===== src/rtl/nes_controller_port.sv =====
// NES standard-controller ports at $4016/$4017: HID keycodes are synchronised, decoded
// into button vectors, latched on the CPU strobe and shifted out one bit per read.
module nes_controller_port #(
   parameter logic [7:0] KEY_A      = 8'h0D,
   parameter logic [7:0] KEY_B      = 8'h0E,
   parameter logic [7:0] KEY_SELECT = 8'h2C,
   parameter logic [7:0] KEY_START  = 8'h28,
   parameter logic [7:0] KEY_UP     = 8'h1A,
   parameter logic [7:0] KEY_DOWN   = 8'h16,
   parameter logic [7:0] KEY_LEFT   = 8'h04,
   parameter logic [7:0] KEY_RIGHT  = 8'h07,
   parameter logic [7:0] OPEN_BUS   = 8'h40
) (
   input  logic        Clk,
   input  logic        Reset,
   input  logic [7:0]  keycode1,
   input  logic [7:0]  keycode2,
   input  logic [15:0] cpu_addr,
   input  logic        cpu_wr,
   input  logic        cpu_rd,
   input  logic [7:0]  cpu_din,
   output logic [7:0]  cpu_dout,
   output logic        cpu_dout_en,
   output logic [7:0]  buttons1,
   output logic [7:0]  buttons2
);

   logic [7:0] kc1_meta_q, kc1_meta_d, kc1_sync_q, kc1_sync_d;
   logic [7:0] kc2_meta_q, kc2_meta_d, kc2_sync_q, kc2_sync_d;
   logic [7:0] btn1_q, btn1_d, btn2_q, btn2_d;
   logic [7:0] sh1_q, sh1_d, sh2_q, sh2_d;
   logic       strobe_q, strobe_d;
   logic       wr_strobe, rd_port1, rd_port2;
   logic       unused_din;

   assign unused_din = ^cpu_din[7:1];

   function automatic logic [7:0] decode_key(input logic [7:0] kc);
      logic [7:0] v;
      v = 8'h00;
      if      (kc == KEY_A)      v = 8'h01;
      else if (kc == KEY_B)      v = 8'h02;
      else if (kc == KEY_SELECT) v = 8'h04;
      else if (kc == KEY_START)  v = 8'h08;
      else if (kc == KEY_UP)     v = 8'h10;
      else if (kc == KEY_DOWN)   v = 8'h20;
      else if (kc == KEY_LEFT)   v = 8'h40;
      else if (kc == KEY_RIGHT)  v = 8'h80;
      return v;
   endfunction

   always_comb begin
      kc1_meta_d = keycode1;
      kc1_sync_d = kc1_meta_q;
      btn1_d     = decode_key(kc1_sync_q);
      kc2_meta_d = keycode2;
      kc2_sync_d = kc2_meta_q;
      btn2_d     = decode_key(kc2_sync_q);

      wr_strobe = cpu_wr && (cpu_addr == 16'h4016);
      rd_port1  = cpu_rd && (cpu_addr == 16'h4016);
      rd_port2  = cpu_rd && (cpu_addr == 16'h4017);
      strobe_d  = wr_strobe ? cpu_din[0] : strobe_q;

      // The incoming strobe value decides the edge; a falling strobe just holds.
      sh1_d = sh1_q;
      sh2_d = sh2_q;
      if (strobe_d) begin
         sh1_d = btn1_q;
         sh2_d = btn2_q;
      end else if (!strobe_q) begin
         if (rd_port1) sh1_d = {1'b1, sh1_q[7:1]};
         if (rd_port2) sh2_d = {1'b1, sh2_q[7:1]};
      end
   end

   always_ff @(posedge Clk) begin
      if (Reset) begin
         kc1_meta_q <= 8'h00;
         kc1_sync_q <= 8'h00;
         kc2_meta_q <= 8'h00;
         kc2_sync_q <= 8'h00;
         btn1_q     <= 8'h00;
         btn2_q     <= 8'h00;
         sh1_q      <= 8'h00;
         sh2_q      <= 8'h00;
         strobe_q   <= 1'b0;
      end else begin
         kc1_meta_q <= kc1_meta_d;
         kc1_sync_q <= kc1_sync_d;
         kc2_meta_q <= kc2_meta_d;
         kc2_sync_q <= kc2_sync_d;
         btn1_q     <= btn1_d;
         btn2_q     <= btn2_d;
         sh1_q      <= sh1_d;
         sh2_q      <= sh2_d;
         strobe_q   <= strobe_d;
      end
   end

   // With strobe high the A button is reported live instead of the shift register.
   always_comb begin
      cpu_dout    = 8'h00;
      cpu_dout_en = rd_port1 || rd_port2;
      if (rd_port1)
         cpu_dout = {OPEN_BUS[7:1], strobe_q ? btn1_q[0] : sh1_q[0]};
      else if (rd_port2)
         cpu_dout = {OPEN_BUS[7:1], strobe_q ? btn2_q[0] : sh2_q[0]};
   end

   assign buttons1 = btn1_q;
   assign buttons2 = btn2_q;

endmodule


===== config.mk =====
export PLATFORM = sky130hd
export DESIGN_NAME = nes_controller_port
export DESIGN_NICKNAME = d
export VERILOG_FILES = /design/src/rtl/nes_controller_port.sv
export SDC_FILE = /design/constraint.sdc
export NUM_CORES = 1
export LEC_CHECK = 0
export CELL_PAD_IN_SITES_DETAIL_PLACEMENT = 0
export CELL_PAD_IN_SITES_GLOBAL_PLACEMENT = 1
export CORE_MARGIN = 5
export CORE_UTILIZATION = 35
export DETAILED_ROUTE_END_ITERATION = 10
export HOLD_SLACK_MARGIN = 0.05
export PLACE_DENSITY_LB_ADDON = 0.1
export RECOVER_POWER = 100
export SYNTH_ARGS = -nofsm -noshare
export SYNTH_HDL_FRONTEND = slang
export SYNTH_SLANG_ARGS = --single-unit

===== constraint.sdc =====
create_clock -name Clk -period 2.25 [get_ports Clk]
set_input_delay 0.45 -clock Clk [delete_from_list [all_inputs] [get_ports Clk]]
set_output_delay 0.45 -clock Clk [all_outputs]
set_load 0.05 [all_outputs]

; After elaboration in Yosys (flattened, before gate mapping)
; Cells that the tools add are included.
[word_totals]
regBits = 65
out_inout_bits = 25
wordCells = 91
[op_classes]
eq_ne = 19
muxes = 27
n_reduce_logical = 22
[op_table]
columns = cell, count
row1 = $mux 8, 8
row2 = $eq 16x15->1 const B, 2
row3 = $eq 8x3->1 const B, 4
row4 = $eq 8x4->1 const B, 4
row5 = $eq 8x5->1 const B, 4
row6 = $eq 8x6->1 const B, 4
row7 = $mux 7, 4
row8 = $reduce_or 8->1, 2
row9 = $reduce_or 7->1, 2
row10 = $mux 6, 2
row11 = $reduce_or 6->1, 2
row12 = $mux 5, 2
row13 = $reduce_or 5->1, 2
row14 = $mux 4, 2
row15 = $reduce_or 4->1, 2
row16 = $mux 3, 2
row17 = $reduce_or 3->1, 2
row18 = $mux 1, 5
row19 = $mux 2, 2
row20 = $reduce_and 2->1, 2
row21 = $reduce_bool 2->1, 2
row22 = $reduce_or 2->1, 2
row23 = $logic_and 1x1->1, 3
row24 = $ne 2x1->1 const B, 1
row25 = $logic_or 1x1->1, 1

; Depth between registers and ports, before layout
[logic_depth]
word_depth = 9
ltp_mapped = 6
mapped_depth_nobuf = 5

; Worst setup path before layout
; Ideal clock, no wire load.
[synth_path]
path_type = input port to output port
start = input port cpu_addr[3]
end = output port cpu_dout[6]
arrival_time_ns = 1.550
path_slack_ns = 0.250
stages = 4
n_path_buf = 1
path_cell_list = nor4b_4 -> and4_2 -> and2_2 -> buf_4
[synth_between]
elab_chain_len = 4
[synth_lines]
columns = item, line
row1 = start: declaration, 18  ; input logic [15:0] cpu_addr,
row2 = $eq 16x15->1, 62  ; rd_port2 = cpu_rd && (cpu_addr == 16'h4017);
row3 = $logic_and 1x1->1, 62
row4 = $mux 7, 107  ; else if (rd_port2)
row5 = $mux 7 (*), 105  ; if (rd_port1)
row6 = end: declaration, 22  ; output logic [7:0] cpu_dout,
; Mark *: on every way between the ends. The rest lies on a longest branch, timed or not.

; Worst setup path after layout
[layout_path]
start = input port cpu_addr[1]
end = output port cpu_dout[0]
; The elaborated chain is that of the path after synthesis.

==> run_results.csv <==
group,metric,value,unit
synthesis,ys.warnings.count,0,
layout,multi_input_combinational_cell_area,0.00103,sq mm
sta,final.period_utilization,97.4,%
power_and_ir_drop,power_leakage,1.36,nW
clock_network,ctsHtreeMaxLevel,3,
sta,setup_tns,0,ns
sta,fmax,456,MHz
job,cap_violations,0,
outcome,run_status,"completed",
sta,clock-skew-final,0.00699,ns
layout,layout.filler_cells,668,
floorplan,fp.dieArea,0.00866,sq mm
synthesis,synthCells,233,
placement,globalplace.congestion,0.712,
setup_path,cp-start-kind,"primary input",
synthesis,synth_top_cell_by_area,"sky130_fd_sc_hd__dfxtp_1",
floorplan,rows,30,
sta,timing.final.max_slew_violations,0,
synthesis,postSynth.asyncResetShare,0,%
setup_path,crit_slowest_cell,"sky130_fd_sc_hd__clkdlybuf4s50_1",
detailed_routing,drt_iter0_markers,44,
setup_path,cp_cell_sequence,"clkdlybuf4s50_1, nor4b_4, and4_4, and3_4, buf_12",
global_routing,grt_util_all_layers,12.0,%
detailed_routing,totalWireLength,4910,microns
setup_path,critPathBufInv,2,
global_routing,first_pass_grt_wire_length,8160,microns
setup_path,timing.critical_path.required,1.80,ns
sta,setup_viol,0,
synthesis,post_synth.cell_area_avg,10.4,sq um
synthesis,post-synth-top-area-fraction,53.9,%
floorplan,die_x,93.1,microns
clock_network,cts.root.buffer_cell,"sky130_fd_sc_hd__clkbuf_8",
power_and_ir_drop,max-vdd-ir-drop,0.000361,V
clock_network,clock_tree_from_tritoncts,"yes",
layout,num-nets-final,345,
sta,max_slew.worst_pin.slew,1.18,ns
synthesis,ys_seq_elements,65,
placement,dp_hpwl,3560,microns
clock_network,tritoncts_num_sinks,65,
setup_path,worst_path_dominant_cell_family,"simple AND/OR/NAND/NOR gates",
power_and_ir_drop,power-per-cell-area,644,mW/mm^2
synthesis,synth_edf_count,0,
global_routing,grt_pass1_vias,1719,
setup_path,critical-path-max-stage-delay,0.49,ns
global_routing,grt_antenna_before_repair,0,
clock_network,clk_pin_slew_worst_paths,0.06,ns
layout,layout-area-overhead-vs-synth,36.4,%
layout,drive_gt1_share,14.1,%
floorplan,starting_density_of_the_core,35.8,%
sta,final-hold-violation-count,0,
clock_network,clock_tree.buffer_depth,2,
setup_path,r2r_slack,0.70,ns
detailed_routing,detail_route.drc_violations,0,
floorplan,design.portCount,69,
synthesis,synth_top_flop_cell,"sky130_fd_sc_hd__dfxtp_1",
sta,rsz0062_at_grt,"no",
synthesis,most_instantiated_library_cell_after_synthesis,"sky130_fd_sc_hd__dfxtp_1",
clock_network,cts_buffers,9,
clock_network,postCtsHoldBufs,0,
synthesis,synth_seq_area_share,53.9,%
synthesis,unique_cell_type_count_in_the_yosys_netlist,40,
floorplan,core_area,0.00676,sq mm
detailed_routing,drt_pass1_iterations,4,
global_routing,maximum_number_of_pins_on_one_net_before_global_route_repair,29,
detailed_routing,routed_length_per_placed_instance,12.7,microns
layout,seq_area,0.00130,sq mm
setup_path,arrival,1.74,ns
sta,final_critical_path_time_including_i_o_delays_and_setup,2.19,ns
sta,fin_hold_ws,0.433,ns
setup_path,kind_of_end_point_of_the_critical_path,"output port",
setup_path,maximum_fanout_along_the_worst_path,4,
sta,slew_headroom,21.3,%
floorplan,vertical_die_dimension,93.1,microns
synthesis,ys_top_cells_by_count,"sky130_fd_sc_hd__dfxtp_1 (65), sky130_fd_sc_hd__nor2b_1 (34), sky130_fd_sc_hd__nor2_1 (13)",
synthesis,synth.cell_area,0.00242,sq mm
detailed_routing,routed_via_density,4.70,
detailed_routing,detailroute.via_count,1816,
clock_network,clk_latency,0.32,ns
layout,num_antenna_cells,0,
hold_path,min-delay-path-class,"register to register",
setup_path,timing_worst_setup_path_type,"primary input to output port",
detailed_routing,postRouteAntennaNets,0,
placement,port-buffer-count,55,
global_routing,gr-total-overflow,0,
synthesis,synthTopCellsByArea,"sky130_fd_sc_hd__dfxtp_1 (54%), sky130_fd_sc_hd__nor2b_1 (8.8%), sky130_fd_sc_hd__buf_4 (3.4%), sky130_fd_sc_hd__mux2i_1 (2.9%), sky130_fd_sc_hd__a21oi_1 (2.3%)",
-- state kept, by name, summed over array words and instances (netlist names) --
register,count
buttons1,8
buttons2,8
kc1_meta_q,8
kc1_sync_q,8
kc2_meta_q,8
kc2_sync_q,8
sh1_q,8
sh2_q,8
strobe_q,1
-- cells in the final DEF (no fill, tap or decap), drive strengths merged, types with 2 or more instances in the layout --
cell type and count:
a211oi 7, dlymetal6s2s 7, conb 6, inv 3
nor2 14, nor2b 34, nor4 6, clkinv 4
clkbuf 17, nor4b 6, nor3 6, mux2i 7
nand2 9, nor3b 3, dlygate4sd2 2, and4 2
a31oi 5, o21ai 5, buf 14, nand3 5
dlygate4sd3 16, clkdlybuf4s50 26, nand4 8, dfxtp 65
a311oi 2, and3 2, a21oi 11, nand3b 4
-- timing repair --
item,CTS,global route
buffers inserted,0,1
gates resized for setup,7,10
pin swaps,3,4
setup endpoints to repair,3,3
-- final cells by class --
class	instances	share of cell area, %
Clock buffer	12	4.10
Inverter	3	0.342
Clock inverter	4	0.608
Timing Repair Buffer	70	21.1
Sequential cell	65	39.5
Tap cell	80	3.04
Multi-Input combinational cell	152	31.3
-- metal layers --
metal	up-vias	track usage [%]	routed length, microns
met2	56	18.3	2220
met3	8	3.38	343
met5	-	0	0
li1	951	-	-
met4	0	7.69	80
met1	801	14.9	2260
-- through the flow --
| stage | utilization [%] | power, mW | instances | worst slack, ns | area, sq um |
|---|---|---|---|---|---|
| after detailed placement | 45.9 | 1.37 | 369 | -0.208 | 3100 |
| after global placement | 45.9 | 1.37 | 369 | -0.168 | 3100 |
| after CTS | 48.5 | 2.16 | 385 | 0.000711 | 3270 |
| after global routing | 48.8 | 2.22 | 386 | 0.00489 | 3290 |
| after floorplan | - | 1.30 | 238 | 0.250 | 2430 |
| final | 48.8 | 2.12 | 386 | 0.0589 | 3290 |
-- report_power, final --
part           internal [mW]  switching [mW]  leakage (nW)
Sequential              1.18          0.0122         0.531
Clock                  0.393           0.382        0.0839
Combinational         0.0826          0.0735         0.744
Total                   1.65           0.467          1.36
-- kinds of logic after synthesis --
group | share of synthesized area [%]
AO/OA/AOI/OAI | 8.65
buffers and inverters | 5.64
flip-flops | 53.9
multiplexers | 3.83
other | 0.155
AND/OR/NAND/NOR | 27.9
-- worst paths after layout --
path                      start       endpoint  cells past startpoint
hold / removal    kc2_meta_q[0]  kc2_sync_q[0]                      1
hold reg to reg   kc2_meta_q[0]  kc2_sync_q[0]                      1
setup / recovery    cpu_addr[1]    cpu_dout[0]                      5
setup reg to reg       strobe_q       sh1_q[2]                      4
No activity file was read; power rests on OpenSTA's default activity.
